===== config.mk =====
export PLATFORM = sky130hd
export DESIGN_NAME = sram_rot90_ctrl
export DESIGN_NICKNAME = d
export VERILOG_FILES = /design/src/rtl/sram_rot90_ctrl.sv
export SDC_FILE = /design/constraint.sdc
export NUM_CORES = 1
export LEC_CHECK = 0
export BUFFER_PORTS_ARGS = -buffer_cell sky130_fd_sc_hd__buf_2
export CAP_MARGIN = 10
export CORE_MARGIN = 1.5
export CORE_UTILIZATION = 30
export DETAILED_ROUTE_END_ITERATION = 10
export SYNTH_ARGS = -nofsm -noshare
export SYNTH_HDL_FRONTEND = slang
export SYNTH_SLANG_ARGS = --single-unit
export TNS_END_PERCENT = 20

===== constraint.sdc =====
create_clock -name clk -period 3.1 [get_ports clk]
set_clock_uncertainty 0.15 [all_clocks]
set_input_delay 0.155 -clock clk [delete_from_list [all_inputs] [get_ports clk]]
set_output_delay 0.155 -clock clk [all_outputs]
set_load 0.02 [all_outputs]

===== src/rtl/sram_rot90_ctrl.sv =====
// SRAM image rotator: reads a WxH row-major image and writes it rotated 90 degrees.
// Optional macro ROT_CCW_EN adds a ccw input; a CCW job spends W-1 extra SETUP cycles before the first read.
module sram_rot90_ctrl #(
    parameter int ADDR_SZ   = 20,
    parameter int RAM_WIDTH = 32,
    parameter int DIM_W     = 10
) (
    input  logic                 clk,
    input  logic                 rst,
    input  logic                 start,
    input  logic [DIM_W-1:0]     width,
    input  logic [DIM_W-1:0]     height,
    input  logic [ADDR_SZ-1:0]   src_base,
    input  logic [ADDR_SZ-1:0]   dst_base,
`ifdef ROT_CCW_EN
    input  logic                 ccw,
`endif
    output logic                 busy,
    output logic                 done,
    output logic                 sram_en,
    output logic                 sram_we,
    output logic [ADDR_SZ-1:0]   sram_addr,
    output logic [RAM_WIDTH-1:0] sram_wdata,
    input  logic [RAM_WIDTH-1:0] sram_rdata
);

    localparam logic [DIM_W-1:0]   DIM_ONE = DIM_W'(1);
    localparam logic [ADDR_SZ-1:0] A_ONE   = ADDR_SZ'(1);

`ifdef ROT_CCW_EN
    localparam logic [DIM_W-1:0] DIM_TWO = DIM_W'(2);
    typedef enum logic [2:0] {IDLE, READ, WRITE, DONE, SETUP} state_t;
`else
    typedef enum logic [1:0] {IDLE, READ, WRITE, DONE} state_t;
`endif

    state_t state, state_n;

    logic [DIM_W-1:0]   w_q, h_q, r, c;
    logic [ADDR_SZ-1:0] src_ptr, dst_ptr, row_dst;
    logic [ADDR_SZ-1:0] h_ext;
    logic               last_col, last_pix, zero_dim;
`ifdef ROT_CCW_EN
    logic               ccw_q;
    logic [DIM_W-1:0]   setup_cnt;
`endif

    assign h_ext    = ADDR_SZ'(h_q);
    assign last_col = (c == w_q - DIM_ONE);
    assign last_pix = last_col && (r == h_q - DIM_ONE);
    assign zero_dim = (width == '0) || (height == '0);

    always_ff @(posedge clk or posedge rst) begin
        if (rst) state <= IDLE;
        else     state <= state_n;
    end

    always_comb begin
        state_n = state;
        case (state)
            IDLE: begin
                if (start) begin
                    if (zero_dim) state_n = DONE;
`ifdef ROT_CCW_EN
                    else if (ccw && width > DIM_ONE) state_n = SETUP;
`endif
                    else state_n = READ;
                end
            end
`ifdef ROT_CCW_EN
            SETUP: if (setup_cnt == w_q - DIM_TWO) state_n = READ;
`endif
            READ:  state_n = WRITE;
            WRITE: state_n = last_pix ? DONE : READ;
            DONE:  state_n = IDLE;
            default: state_n = IDLE;
        endcase
    end

    // Pointers walk incrementally; no multipliers anywhere in the address path.
    always_ff @(posedge clk or posedge rst) begin
        if (rst) begin
            w_q       <= '0;
            h_q       <= '0;
            r         <= '0;
            c         <= '0;
            src_ptr   <= '0;
            dst_ptr   <= '0;
            row_dst   <= '0;
`ifdef ROT_CCW_EN
            ccw_q     <= 1'b0;
            setup_cnt <= '0;
`endif
        end else begin
            case (state)
                IDLE: begin
                    if (start) begin
                        w_q     <= width;
                        h_q     <= height;
                        r       <= '0;
                        c       <= '0;
                        src_ptr <= src_base;
`ifdef ROT_CCW_EN
                        ccw_q     <= ccw;
                        setup_cnt <= '0;
                        if (ccw) begin
                            // First destination is dst_base+(W-1)*H, built up in SETUP.
                            row_dst <= dst_base;
                            dst_ptr <= dst_base;
                        end else begin
                            row_dst <= dst_base + ADDR_SZ'(height) - A_ONE;
                            dst_ptr <= dst_base + ADDR_SZ'(height) - A_ONE;
                        end
`else
                        row_dst <= dst_base + ADDR_SZ'(height) - A_ONE;
                        dst_ptr <= dst_base + ADDR_SZ'(height) - A_ONE;
`endif
                    end
                end
`ifdef ROT_CCW_EN
                SETUP: begin
                    row_dst   <= row_dst + h_ext;
                    dst_ptr   <= dst_ptr + h_ext;
                    setup_cnt <= setup_cnt + DIM_ONE;
                end
`endif
                WRITE: begin
                    src_ptr <= src_ptr + A_ONE;
                    if (last_col) begin
                        c <= '0;
                        r <= r + DIM_ONE;
`ifdef ROT_CCW_EN
                        if (ccw_q) begin
                            row_dst <= row_dst + A_ONE;
                            dst_ptr <= row_dst + A_ONE;
                        end else begin
                            row_dst <= row_dst - A_ONE;
                            dst_ptr <= row_dst - A_ONE;
                        end
`else
                        row_dst <= row_dst - A_ONE;
                        dst_ptr <= row_dst - A_ONE;
`endif
                    end else begin
                        c <= c + DIM_ONE;
`ifdef ROT_CCW_EN
                        dst_ptr <= ccw_q ? dst_ptr - h_ext : dst_ptr + h_ext;
`else
                        dst_ptr <= dst_ptr + h_ext;
`endif
                    end
                end
                default: ;
            endcase
        end
    end

    // SRAM side is a pure decode of the registered state and pointers.
    always_comb begin
        busy       = (state != IDLE);
        done       = (state == DONE);
        sram_en    = (state == READ) || (state == WRITE);
        sram_we    = (state == WRITE);
        sram_addr  = '0;
        sram_wdata = '0;
        if (state == READ)  sram_addr = src_ptr;
        if (state == WRITE) begin
            sram_addr  = dst_ptr;
            sram_wdata = sram_rdata;
        end
    end

endmodule


==> flow_summary.rst, run 1 <==
.. list-table::
   :header-rows: 1

   * - Metric
     - Value
   * - Layout Nets
     - roughly 1,400
   * - Average wire per cell in the routed design
     - about 16 um
   * - H-tree levels
     - 3
   * - Count of placed standard cells in the final layout, fillers left out
     - 1,647
   * - Parity-gate share of the synthesized area counting xor and xnor cells
     - 6.775%
   * - DR iter-0 viols
     - 540
   * - P&R area growth vs syn
     - 25.03%
   * - Clock slew seen by the registers of the worst setup and hold paths
     - about 0.07 ns
   * - Flip-flop and latch count after synthesis
     - 102
   * - Crit path launch type
     - register
   * - Leading register cell type out of synthesis
     - sky130_fd_sc_hd__dfrtp_1
   * - Type of the setup path with the least slack
     - reg2reg
   * - CTS max path bufs
     - 2
   * - Detailed-route wire length
     - between 20 and 30 mm
   * - Pre-Repair DR Iteration Count
     - 5
   * - Met2 usage in global routing
     - between 30% and 40%
   * - Per-instance average area after synthesis
     - 7.922 um^2
   * - Maximum clock frequency
     - between 300 and 400 MHz
   * - Leakage power figure
     - slightly below 5 nW
   * - Final instance area
     - roughly 11,000 um^2
   * - Vias after detailed routing
     - approximately 8,500
   * - Clk pwr share
     - roughly an eighth
   * - Min-delay worst type
     - in2reg
   * - Fraction of power consumed by sequential logic
     - between 20% and 30%
   * - Dominant combinational cell family by area after synthesis
     - compound AO/OA/AOI/OAI gates
   * - Initial antenna violation count
     - 0
   * - Crit path setup slack, layout
     - 0.1253 ns
   * - Leading cell type in the layout, fill and taps excluded
     - sky130_fd_sc_hd__buf_2
   * - Status
     - finished clean
   * - Floorplan die area
     - ~30,000 um^2
   * - Switching part of the total
     - between 40% and 50%
   * - Routability-driven placement congestion ratio
     - 0.8378
   * - Number of maximum-capacitance constraint violations
     - 0
   * - Post-route minimum period
     - a little under 3 ns
   * - Cell count after synthesis
     - approximately 1,100
   * - Total net switching power
     - approximately 0.0049 W
   * - Synth cell types
     - 72
   * - CTS root buffer
     - sky130_fd_sc_hd__clkbuf_16
   * - Area of the placeable core
     - about 28,000 um^2
   * - Yosys warnings
     - 0
   * - Final hold violation count
     - 0
   * - Pins Over Slew Limit
     - 0
   * - Commonest cells after routing, fill and taps aside
     - sky130_fd_sc_hd__buf_2, sky130_fd_sc_hd__nand2_1, sky130_fd_sc_hd__dfrtp_1
   * - Total of endpoints with negative setup slack in the final report
     - 0
   * - Post-Synth Adder-Cell Area
     - ~7.7%
   * - Netlist area before placement
     - roughly 8500 um^2
   * - Mux cell area share after synthesis
     - 3.197%
   * - Power per cell area
     - 918.5 nW/um^2
   * - Number of enable flip-flop cells after synthesis
     - 0
   * - Cell Int Power
     - roughly 0.005 W
   * - Largest net degree at the start of global routing
     - ~110
   * - Ys async rst share
     - 100.0%
   * - Met1 Track Usage GR
     - roughly 23%
   * - Inserted Diodes
     - 0
   * - Highest-utilization routing layer at the global route stage
     - met2
   * - CTS tree
     - built
   * - Net count of the mapped netlist
     - 1,223
   * - First-pass GRT wire length
     - 42.03 mm
   * - Starting density of the core
     - between 30% and 40%
   * - Unrepaired setup endpoints after global routing
     - yes
   * - Width of the chip
     - 171.6 um
   * - Total clock sinks
     - 102
   * - Setup slack after placement
     - -0.1825 ns
   * - Slew at the pin closest to its max-slew limit
     - around 0.71 ns
   * - Post-route antenna net violation count
     - 0
   * - Simple-gate share of the synthesized area
     - between 20% and 30%
   * - Final worst-path cycle share
     - between 90% and 100%
   * - Cts bufs inserted
     - 9
   * - Site row count
     - 61
   * - Headroom to the max-slew limit
     - 52.43%
   * - Placed standard-cell area
     - approximately 10,000 um^2
   * - Routed vias/inst
     - just over 5
   * - Sequential element share of the synthesized area
     - between 20% and 30%
   * - Total Routing Usage GR
     - between 10% and 20%
   * - Required time at the endpoint of the critical path
     - between 3 and 4 ns
   * - VDD IR-drop max
     - approximately 500 uV
   * - # placed instances
     - between 1,500 and 2,000
   * - HPWL after detailed placement
     - around 19 mm
   * - Worst Hold Margin
     - 0.01694 ns
   * - Kind of end point of the critical path
     - register
   * - Synth Area in Compound Gates
     - about 23%
   * - Routing usage on met3
     - under 10%
   * - Remaining design rule violation count
     - 0
   * - Fraction of layout cells with a size suffix above 1
     - 21.20%
   * - Logic pwr share
     - around three fifths
   * - DIE HEIGHT
     - between 150 and 200 um
   * - IO buf count
     - 150
   * - Latest clock arrival within the worst-skew pair
     - between 0.3 and 0.4 ns
   * - Peak fanout along the critical path
     - 5
   * - Aggregate global routing overflow
     - 0
   * - Final total power
     - 0.009799 W
   * - Number of global-route vias before repair
     - around 8,000
   * - Number of ports placed on the die boundary
     - ~150
   * - Worst endpoint data arrival time
     - 3.11 ns
## metrics by stage
| stage | util (%) | setup TNS, ns |
|---|---|---|
| global placement | 35.92 | -0.2167 |
| CTS | 38.05 | 0 |
| floorplan | - | 0 |
| detailed placement | 35.92 | -0.2786 |
| global route | 38.29 | -0.1067 |
| finish | 38.29 | 0 |
## worst paths after layout
path | to | slack, ns | start | cells after the start
min | h_q[9]$_DFFE_PP0P_ | 0.02 | height[9] | 3
min reg2reg | row_dst[19]$_DFFE_PP0P_ | 0.38 | row_dst[19]$_DFFE_PP0P_ | 2
max in group asynchronous | src_ptr[19]$_DFFE_PP0P_ | 1.72 | rst | 4
min in group asynchronous | w_q[3]$_DFFE_PP0P_ | 0.31 | rst | 3
max | state[1]$_DFFE_PP0P_ | 0.13 | h_q[0]$_DFFE_PP0P_ | 11
max reg2reg | state[1]$_DFFE_PP0P_ | 0.13 | h_q[0]$_DFFE_PP0P_ | 11
## logic make-up (layout without fill, tap and decap cells)
| kind of cell | Yosys count | count (layout) |
|---|---|---|
| AO/OA/AOI/OAI | 304 | 304 |
| adder cells (fa/ha/maj) | 51 | 51 |
| multiplexers | 26 | 26 |
| flip-flops | 102 | 102 |
| buffers and inverters | 134 | 326 |
| AND/OR/NAND/NOR | 394 | 394 |
| XOR/XNOR | 66 | 66 |
## final cells by class
type / instances / area, um^2
clock inverters: 7 / 58.81
well taps: 378 / 473.0
flip-flops and latches: 102 / 2555
repair buffers: 241 / 1546
multi-input cells: 841 / 5548
fillers: 2855 / 17190
inverters: 69 / 261.5
clock buffers: 9 / 225.2
## layer usage
metal,share of wire [%],vias to the layer above
met5,0,-
met4,1.8,0
met3,4.1,27
met2,49,208
met1,45,4053
li1,-,4241
## cell usage after synthesis, types with 11 or more instances
cell	number	area, um^2
sky130_fd_sc_hd__inv_1	68	255.2
sky130_fd_sc_hd__o211ai_1	15	112.6
sky130_fd_sc_hd__clkbuf_1	51	191.4
sky130_fd_sc_hd__nand3_1	58	290.3
sky130_fd_sc_hd__xnor2_1	41	359.1
sky130_fd_sc_hd__a31oi_1	11	68.82
sky130_fd_sc_hd__nor2_1	87	326.6
sky130_fd_sc_hd__and3_1	19	118.9
sky130_fd_sc_hd__and2_1	34	212.7
sky130_fd_sc_hd__a22o_1	24	210.2
sky130_fd_sc_hd__a211oi_1	11	82.58
sky130_fd_sc_hd__a21o_1	13	97.59
sky130_fd_sc_hd__nor3_1	25	125.1
sky130_fd_sc_hd__o21ai_0	68	340.3
sky130_fd_sc_hd__a21oi_1	78	390.4
sky130_fd_sc_hd__ha_1	49	613.1
sky130_fd_sc_hd__o22ai_1	19	118.9
sky130_fd_sc_hd__dfrtp_1	102	2552
sky130_fd_sc_hd__xor2_1	25	219.0
sky130_fd_sc_hd__nand2_1	101	379.1
sky130_fd_sc_hd__mux2i_1	16	160.2
## worst max-delay path: stages (launching register included)
cell                      delay, ns
sky130_fd_sc_hd__dfrtp_2       0.46
sky130_fd_sc_hd__inv_1         0.08
sky130_fd_sc_hd__ha_1          0.18
sky130_fd_sc_hd__or3b_2        0.47
sky130_fd_sc_hd__or3_1         0.34
sky130_fd_sc_hd__or3b_2        0.47
sky130_fd_sc_hd__nand3_1       0.09
sky130_fd_sc_hd__o21ai_0       0.08
sky130_fd_sc_hd__o22ai_1       0.18
sky130_fd_sc_hd__nand4_1       0.12
sky130_fd_sc_hd__buf_4         0.17
sky130_fd_sc_hd__a21oi_1       0.12
## sequential cells by signal, summed over array words and instances, names as in the netlist
| name | flops |
|---|---|
| w_q | 10 |
| src_ptr | 20 |
| state | 2 |
| c | 10 |
| r | 10 |
| h_q | 10 |
| row_dst | 20 |
| dst_ptr | 20 |
## power groups by stage
stage / logic, W / clock network (W) / registers, W
floorplan: 0.00434 / 0 / 0.00237
CTS: 0.00589 / 0.00118 / 0.00268
global route: 0.00663 / 0.00122 / 0.00280
finish: 0.00595 / 0.00115 / 0.00269
detailed placement: 0.00583 / 0 / 0.00270
global placement: 0.00575 / 0 / 0.00269
## timing repair
| action | in CTS | in global routing |
|---|---|---|
| resized for setup | 2 | 15 |
| endpoints found under the setup margin | 7 | 17 |
| endpoints found under the hold margin | 77 | 0 |
| buffers inserted | 0 | 2 |
| hold buffers | 30 | 0 |
| cloned | 0 | 0 |
| pin swaps | 0 | 2 |
Note: power is estimated with default switching activity, not from simulation.
==> run 2: changes to the inputs <==
Settings changed: CORE_ASPECT_RATIO set to 1.5.
Clock period 3.1 ns to 3.7 ns, I/O delays scaled along.
==> flow_summary.rst, run 2 (synthesis results as in run 1) <==
.. list-table::
   :header-rows: 1

   * - Metric
     - Value
   * - Status
     - finished clean (unchanged)
   * - Total net switching power
     - 0.003984 W (was 0.004875 W)
   * - DIE HEIGHT
     - 209.5 um (was 171.6 um)
   * - Total of endpoints with negative setup slack in the final report
     - 0 (unchanged)
   * - H-tree levels
     - 3 (unchanged)
   * - Clock slew seen by the registers of the worst setup and hold paths
     - 0.08 ns (was 0.07 ns)
   * - Latest clock arrival within the worst-skew pair
     - 0.36 ns (about the same)
   * - Commonest cells after routing, fill and taps aside
     - sky130_fd_sc_hd__buf_2, sky130_fd_sc_hd__dfrtp_1, sky130_fd_sc_hd__nand2_1 (was sky130_fd_sc_hd__buf_2, sky130_fd_sc_hd__nand2_1, sky130_fd_sc_hd__dfrtp_1)
   * - Peak fanout along the critical path
     - 3 (was 5)
   * - Final instance area
     - 10,280 um^2 (was 10,670 um^2)
   * - Total negative slack
     - 0 ns (unchanged)
   * - # placed instances
     - 1,533 (was 1,599)
   * - Aggregate global routing overflow
     - 0 (unchanged)
   * - Leading registers by flop count
     - dst_ptr (20), row_dst (20), src_ptr (20) (unchanged)
   * - Starting density of the core
     - 30.51% (was 30.63%)
   * - Routed vias/inst
     - 5.306 (was 5.179)
   * - Worst reg2reg path startpoint
     - w_q[0]$_DFFE_PP0P_ (was h_q[0]$_DFFE_PP0P_)
   * - Initial antenna violation count
     - 0 (unchanged)
   * - Required time at the endpoint of the critical path
     - 3.77 ns (was 3.24 ns)
   * - Vias after detailed routing
     - 8,357 (was 8,529)
   * - Final worst-path cycle share
     - a little over nine tenths
   * - Number of global-route vias before repair
     - 8,130 (was 8,141)
   * - Fraction of layout cells with a size suffix above 1
     - 18.14% (was 21.20%)
   * - Type of the setup path with the least slack
     - in2reg (was reg2reg)
   * - Layout Nets
     - 1,371 (was 1,410)
   * - Kind of end point of the critical path
     - register (unchanged)
   * - Crit path setup slack, layout
     - 0.1774 ns (was 0.1253 ns)
   * - First-pass GRT wire length
     - 41.51 mm (was 42.03 mm)
   * - VDD IR-drop max
     - 432.8 uV (was 503.9 uV)
   * - Fill cell count
     - 2,900 (was 2,855)
   * - Pre-Repair DR Iteration Count
     - 5 (unchanged)
   * - FF-to-FF path depth
     - 9 (was 11)
   * - Floorplan die area
     - 29,480 um^2 (was 29,460 um^2)
   * - CTS tree
     - built (unchanged)
   * - Hold wc startpoint
     - height[8] (was height[9])
   * - Detailed-route wire length
     - 25.22 mm (was 26.17 mm)
   * - Post-route minimum period
     - ~3.5 ns
   * - Cell Int Power
     - 0.004103 W (was 0.004924 W)
   * - HPWL after detailed placement
     - 18.77 mm (was 19.26 mm)
   * - Sequential cell area
     - 2552 um^2 (was 2555 um^2)
   * - Average wire per cell in the routed design
     - 16.01 um (was 15.89 um)
   * - Total Routing Usage GR
     - 17.30% (was 18.05%)
   * - Critical path destination
     - dst_ptr[17]$_DFFE_PP0P_ (was state[1]$_DFFE_PP0P_)
   * - Placed standard-cell area
     - 9687 um^2 (was 10,010 um^2)
   * - Leading cell type in the layout, fill and taps excluded
     - sky130_fd_sc_hd__buf_2 (unchanged)
   * - Count of placed standard cells in the final layout, fillers left out
     - 1,575 (was 1,647)
   * - Total clock sinks
     - 102 (unchanged)
   * - Headroom to the max-slew limit
     - 35.99% (was 52.43%)
   * - Min-delay worst type
     - in2reg (unchanged)
   * - Slew at the pin closest to its max-slew limit
     - 0.9601 ns (was 0.7136 ns)
   * - Area of the placeable core
     - 27,960 um^2 (was 27,860 um^2)
   * - Cts bufs inserted
     - 9 (unchanged)
   * - Switching part of the total
     - 49.26% (was 49.75%)
   * - Site row count
     - 75 (was 61)
   * - Timing startpoint of the critical path
     - height[1] (was h_q[0]$_DFFE_PP0P_)
   * - Setup slack after placement
     - 0.2834 ns (was -0.1825 ns)
   * - Width of the chip
     - 140.7 um (was 171.6 um)
   * - Largest net degree at the start of global routing
     - 117 (was 108)
   * - Crit path launch type
     - input pin (was register)
   * - IO buf count
     - 150 (unchanged)
   * - Power per cell area
     - 786.6 nW/um^2 (was 918.5 nW/um^2)
   * - Maximum clock frequency
     - around 280 MHz
   * - DR iter-0 viols
     - 444 (was 540)
   * - Post-route antenna net violation count
     - 0 (unchanged)
   * - Leakage power figure
     - 4.711 nW (was 4.896 nW)
   * - Number of ports placed on the die boundary
     - 151 (unchanged)
   * - Remaining design rule violation count
     - 0 (unchanged)
   * - Inserted Diodes
     - 0 (unchanged)
   * - Final hold violation count
     - 0 (unchanged)
   * - Clk pwr share
     - 13.0% (was 11.7%)
   * - CTS root buffer
     - sky130_fd_sc_hd__clkbuf_16 (unchanged)
   * - Pins Over Slew Limit
     - 0 (unchanged)
   * - Routability-driven placement congestion ratio
     - 0.8525 (was 0.8378)
   * - Number of maximum-capacitance constraint violations
     - 0 (unchanged)
   * - Final total power
     - 0.008087 W (was 0.009799 W)
   * - CTS max path bufs
     - 2 (unchanged)
   * - Destination of the worst register-to-register timing path
     - dst_ptr[13]$_DFFE_PP0P_ (was state[1]$_DFFE_PP0P_)
   * - Reg2Reg Setup Slack
     - 0.50 ns (was 0.13 ns)
   * - Area of combinational cells with multiple inputs
     - 5500 um^2 (was 5548 um^2)
   * - Fraction of power consumed by sequential logic
     - 28.4% (was 27.5%)
   * - P&R area growth vs syn
     - 20.50% (was 25.03%)
   * - Worst endpoint data arrival time
     - 3.60 ns (was 3.11 ns)
   * - Logic pwr share
     - 58.6% (was 60.8%)
==> run 2: changes by cell type in the layout (fill, tap and decap cells not counted), sizes merged <==
cell         delta
clkinvlp        -2
inv             -1
clkinv          -1
buf            -36
clkbuf          +1
bufinv          +2
dlygate4sd3     -3
==> run 2: layout make-up <==
class / count / share of cell area (%)
Sequential cell: 102 / 24.83
Multi-Input combinational cell: 841 / 53.50
Clock inverter: 5 / 0.8154
Timing Repair Buffer: 202 / 11.88
Tap cell: 346 / 4.211
Inverter: 69 / 2.544
Clock buffer: 10 / 2.227
==> run 2: worst min path at each step <==
stage / slack, ns / end / cells past startpoint
3_5_place_dp: 0.25 / w_q[6]$_DFFE_PP0P_ / 2
4_1_cts: 0.002 / h_q[8]$_DFFE_PP0P_ / 3
3_3_place_gp: 0.25 / w_q[6]$_DFFE_PP0P_ / 2
6_report: 0.002 / h_q[8]$_DFFE_PP0P_ / 3
5_1_grt: 0.03 / src_ptr[12]$_DFFE_PP0P_ / 3
2_1_floorplan: 0.19 / w_q[0]$_DFFE_PP0P_ / 1
==> run 2: repair_timing <==
action | in CTS | in global routing
hold buffers | 27 | 0
buffers inserted | 0 | 0
endpoints found under the hold margin | 84 | 0
setup endpoints to repair | 0 | 1
resized for setup | 0 | 2
==> run 2: worst max-delay path, cell delays in order <==
cell	delay (ns)
sky130_fd_sc_hd__dlygate4sd3_1	0.52
sky130_fd_sc_hd__buf_2	0.11
sky130_fd_sc_hd__inv_1	0.05
sky130_fd_sc_hd__ha_1	0.27
sky130_fd_sc_hd__inv_1	0.04
sky130_fd_sc_hd__ha_1	0.21
sky130_fd_sc_hd__fa_1	0.41
sky130_fd_sc_hd__a21o_1	0.19
sky130_fd_sc_hd__a22o_1	0.25
sky130_fd_sc_hd__o41ai_2	0.28
sky130_fd_sc_hd__buf_4	0.18
sky130_fd_sc_hd__o311a_1	0.23
sky130_fd_sc_hd__mux2i_2	0.27
sky130_fd_sc_hd__a21oi_1	0.11
sky130_fd_sc_hd__a211oi_1	0.22
sky130_fd_sc_hd__a31oi_1	0.06
==> run 2: metrics by stage <==
stage	utilization, %	hold WS, ns
after detailed placement	34.64	0.2481
after global routing	36.77	0.02914
after CTS	36.72	0.001899
after global placement	34.64	0.2529
after floorplan	-	0.1856
final	36.77	0.001807
==> run 2: layer usage <==
layer  up-vias  routed length, um  track usage, %
met4         0                427           5.101
li1       4164                  -               -
met1      3960              11100           21.95
met3        20               1115           1.848
met2       213              12570           30.80
met5         -                  0               0
==> run 2: power groups by stage <==
| stage | Combinational (W) | Clock (W) | Sequential (W) |
|---|---|---|---|
| 2_1_floorplan | 0.00363 | 0 | 0.00199 |
| 3_3_place_gp | 0.00465 | 0 | 0.00229 |
| 3_5_place_dp | 0.00470 | 0 | 0.00230 |
| 4_1_cts | 0.00474 | 0.00108 | 0.00228 |
| 5_1_grt | 0.00527 | 0.00111 | 0.00238 |
| 6_report | 0.00474 | 0.00105 | 0.00230 |
==> run 3: changes to the inputs <==
Settings changed: CAP_MARGIN 10 to 30, HOLD_SLACK_MARGIN set to 0.03, SETUP_SLACK_MARGIN set to 0.1.
==> flow_summary.rst, run 3 (synthesis results as in run 1) <==
.. list-table::
   :header-rows: 1

   * - Metric
     - Value
   * - Fraction of layout cells with a size suffix above 1
     - 18.14% (about the same)
   * - Placed standard-cell area
     - 9687 um^2 (unchanged)
   * - Final instance area
     - 10,340 um^2 (was 10,280 um^2)
   * - First-pass GRT wire length
     - 41.61 mm (was 41.51 mm)
   * - Fill cell count
     - 2,896 (was 2,900)
   * - Unrepaired setup endpoints after global routing
     - yes
   * - Headroom to the max-slew limit
     - 36.18% (was 35.99%)
   * - Vias after detailed routing
     - 8,400 (was 8,357)
   * - DIE HEIGHT
     - 209.5 um (unchanged)
   * - Cts bufs inserted
     - 9 (unchanged)
   * - Total Routing Usage GR
     - 17.33% (was 17.30%)
   * - Hold wc startpoint
     - height[9] (was height[8])
   * - Number of global-route vias before repair
     - 8,156 (was 8,130)
   * - Floorplan die area
     - 29,480 um^2 (unchanged)
   * - Final hold violation count
     - 0 (unchanged)
   * - Area of the placeable core
     - 27,960 um^2 (unchanged)
   * - VDD IR-drop max
     - 431.8 uV (was 432.8 uV)
   * - Latest clock arrival within the worst-skew pair
     - 0.36 ns (about the same)
   * - IO buf count
     - 150 (unchanged)
   * - Maximum clock frequency
     - 295.1 MHz (was 283.9 MHz)
   * - Cell Int Power
     - 0.004111 W (was 0.004103 W)
   * - Slew at the pin closest to its max-slew limit
     - 0.9573 ns (was 0.9601 ns)
   * - Width of the chip
     - 140.7 um (unchanged)
   * - Remaining design rule violation count
     - 0 (unchanged)
   * - Site row count
     - 75 (unchanged)
   * - Type of the setup path with the least slack
     - in2reg (unchanged)
   * - Worst endpoint data arrival time
     - 3.46 ns (was 3.60 ns)
   * - Logic pwr share
     - 58.6% (about the same)
   * - Worst Hold Margin
     - 0.02615 ns (was 0.001807 ns)
   * - Fraction of power consumed by sequential logic
     - 28.4% (about the same)
   * - Required time at the endpoint of the critical path
     - 3.77 ns (about the same)
   * - Average wire per cell in the routed design
     - 15.98 um (was 16.01 um)
   * - Routed vias/inst
     - 5.313 (was 5.306)
   * - Routability-driven placement congestion ratio
     - 0.8525 (unchanged)
   * - Total of endpoints with negative setup slack in the final report
     - 0 (unchanged)
   * - # placed instances
     - 1,533 (unchanged)
   * - HPWL after detailed placement
     - 18.77 mm (unchanged)
   * - Clk pwr share
     - 13.0% (about the same)
   * - Worst reg2reg path startpoint
     - w_q[0]$_DFFE_PP0P_ (unchanged)
   * - CTS tree
     - built (unchanged)
   * - CTS max path bufs
     - 2 (unchanged)
   * - Status
     - finished clean (unchanged)
   * - H-tree levels
     - 3 (unchanged)
   * - Commonest cells after routing, fill and taps aside
     - sky130_fd_sc_hd__buf_2, sky130_fd_sc_hd__dfrtp_1, sky130_fd_sc_hd__nand2_1 (unchanged)
   * - Destination of the worst register-to-register timing path
     - dst_ptr[13]$_DFFE_PP0P_ (unchanged)
   * - Leakage power figure
     - 4.737 nW (was 4.711 nW)
   * - Peak fanout along the critical path
     - 3 (unchanged)
   * - Crit path launch type
     - input pin (unchanged)
   * - Layout Nets
     - 1,377 (was 1,371)
   * - CTS root buffer
     - sky130_fd_sc_hd__clkbuf_16 (unchanged)
   * - Switching part of the total
     - 49.19% (was 49.26%)
   * - Final worst-path cycle share
     - 91.59% (was 95.21%)
   * - Number of ports placed on the die boundary
     - 151 (unchanged)
   * - Post-route minimum period
     - 3.389 ns (was 3.523 ns)
   * - Leading cell type in the layout, fill and taps excluded
     - sky130_fd_sc_hd__buf_2 (unchanged)
   * - Timing startpoint of the critical path
     - height[0] (was height[1])
   * - DR iter-0 viols
     - 431 (was 444)
   * - Instance count along the most critical hold path
     - 3 (unchanged)
   * - P&R area growth vs syn
     - 21.18% (was 20.50%)
   * - Reg2Reg Setup Slack
     - 0.51 ns (was 0.50 ns)
   * - Total net switching power
     - 0.003979 W (was 0.003984 W)
   * - Largest net degree at the start of global routing
     - 117 (unchanged)
   * - Min-delay worst type
     - in2reg (unchanged)
   * - Aggregate global routing overflow
     - 0 (unchanged)
   * - Post-route antenna net violation count
     - 0 (unchanged)
   * - Initial antenna violation count
     - 0 (unchanged)
   * - Total negative slack
     - 0 ns (unchanged)
   * - Leading registers by flop count
     - dst_ptr (20), row_dst (20), src_ptr (20) (unchanged)
   * - FF-to-FF path depth
     - 9 (unchanged)
   * - Inserted Diodes
     - 0 (unchanged)
   * - Hold endpoint
     - h_q[9]$_DFFE_PP0P_ (was h_q[8]$_DFFE_PP0P_)
   * - Pre-Repair DR Iteration Count
     - 5 (unchanged)
   * - Total clock sinks
     - 102 (unchanged)
   * - Starting density of the core
     - 30.51% (unchanged)
   * - Count of placed standard cells in the final layout, fillers left out
     - 1,581 (was 1,575)
   * - Number of maximum-capacitance constraint violations
     - 0 (unchanged)
   * - Power per cell area
     - 782.5 nW/um^2 (was 786.6 nW/um^2)
   * - Clock slew seen by the registers of the worst setup and hold paths
     - 0.08 ns (about the same)
   * - Pins Over Slew Limit
     - 0 (unchanged)
   * - Detailed-route wire length
     - 25.26 mm (was 25.22 mm)
   * - Kind of end point of the critical path
     - register (unchanged)
-- run 3: layer usage --
| metal | track usage, % | wire length, um | vias to the layer above |
|---|---|---|---|
| li1 | - | - | 4172 |
| met4 | 5.101 | 444 | 0 |
| met3 | 1.825 | 1205 | 23 |
| met5 | 0 | 0 | - |
| met1 | 21.97 | 10980 | 3969 |
| met2 | 30.90 | 12630 | 236 |
-- run 3: stage by stage --
| step | worst slack (ns) | power [W] | util [%] |
|---|---|---|---|
| 6_report | 0.3111 | 0.008090 | 36.97 |
| 5_1_grt | 0.09818 | 0.008771 | 36.97 |
| 4_1_cts | 0.2126 | 0.008106 | 36.90 |
| 3_5_place_dp | 0.2834 | 0.006999 | 34.64 |
| 3_3_place_gp | 0.3390 | 0.006939 | 34.64 |
| 2_1_floorplan | 0.5927 | 0.005620 | - |
-- run 3: worst max-delay path by stage --
stage | endpoint | slack (ns) | cells past startpoint
2_1_floorplan | dst_ptr[17]$_DFFE_PP0P_ | 0.59 | 13
3_3_place_gp | dst_ptr[17]$_DFFE_PP0P_ | 0.34 | 15
3_5_place_dp | dst_ptr[17]$_DFFE_PP0P_ | 0.28 | 15
4_1_cts | dst_ptr[17]$_DFFE_PP0P_ | 0.21 | 16
5_1_grt | dst_ptr[12]$_DFFE_PP0P_ | 0.1 | 14
6_report | dst_ptr[17]$_DFFE_PP0P_ | 0.31 | 16
-- run 3: cell type report --
class                      instances  area, um^2  share of cell area (%)
sequential                       102        2552                   24.69
clock buffer                      10       229.0                   2.215
clock inverter                     5       83.83                  0.8108
tap                              346       432.9                   4.187
multi-input combinational        841        5500                   53.20
inverter                          69       261.5                   2.529
timing repair buffer             208        1279                   12.37
-- run 3: timing repair --
item / 4_1_cts / 5_1_grt
resized for setup: 0 / 2
hold buffers: 32 / 0
setup buffers: 0 / 1
endpoints found under the setup margin: 0 / 2
hold endpoints to repair: 89 / 0
-- run 3: power by group through the flow --
stage          Combinational [W]  Sequential (W)  Clock (W)
2_1_floorplan            0.00363         0.00199          0
3_3_place_gp             0.00465         0.00229          0
3_5_place_dp             0.00470         0.00230          0
4_1_cts                  0.00475         0.00228    0.00108
5_1_grt                  0.00528         0.00238    0.00111
6_report                 0.00474         0.00230    0.00105
-- run 3: critical path, stage by stage --
cell	delay, ns
sky130_fd_sc_hd__dlygate4sd3_1	0.54
sky130_fd_sc_hd__buf_2	0.13
sky130_fd_sc_hd__inv_1	0.07
sky130_fd_sc_hd__ha_1	0.14
sky130_fd_sc_hd__inv_1	0.04
sky130_fd_sc_hd__ha_1	0.20
sky130_fd_sc_hd__fa_1	0.41
sky130_fd_sc_hd__a21o_1	0.19
sky130_fd_sc_hd__a22o_1	0.25
sky130_fd_sc_hd__o41ai_2	0.28
sky130_fd_sc_hd__buf_4	0.18
sky130_fd_sc_hd__o311a_1	0.23
sky130_fd_sc_hd__mux2i_2	0.24
sky130_fd_sc_hd__a21oi_1	0.10
sky130_fd_sc_hd__a211oi_1	0.22
sky130_fd_sc_hd__a31oi_1	0.06
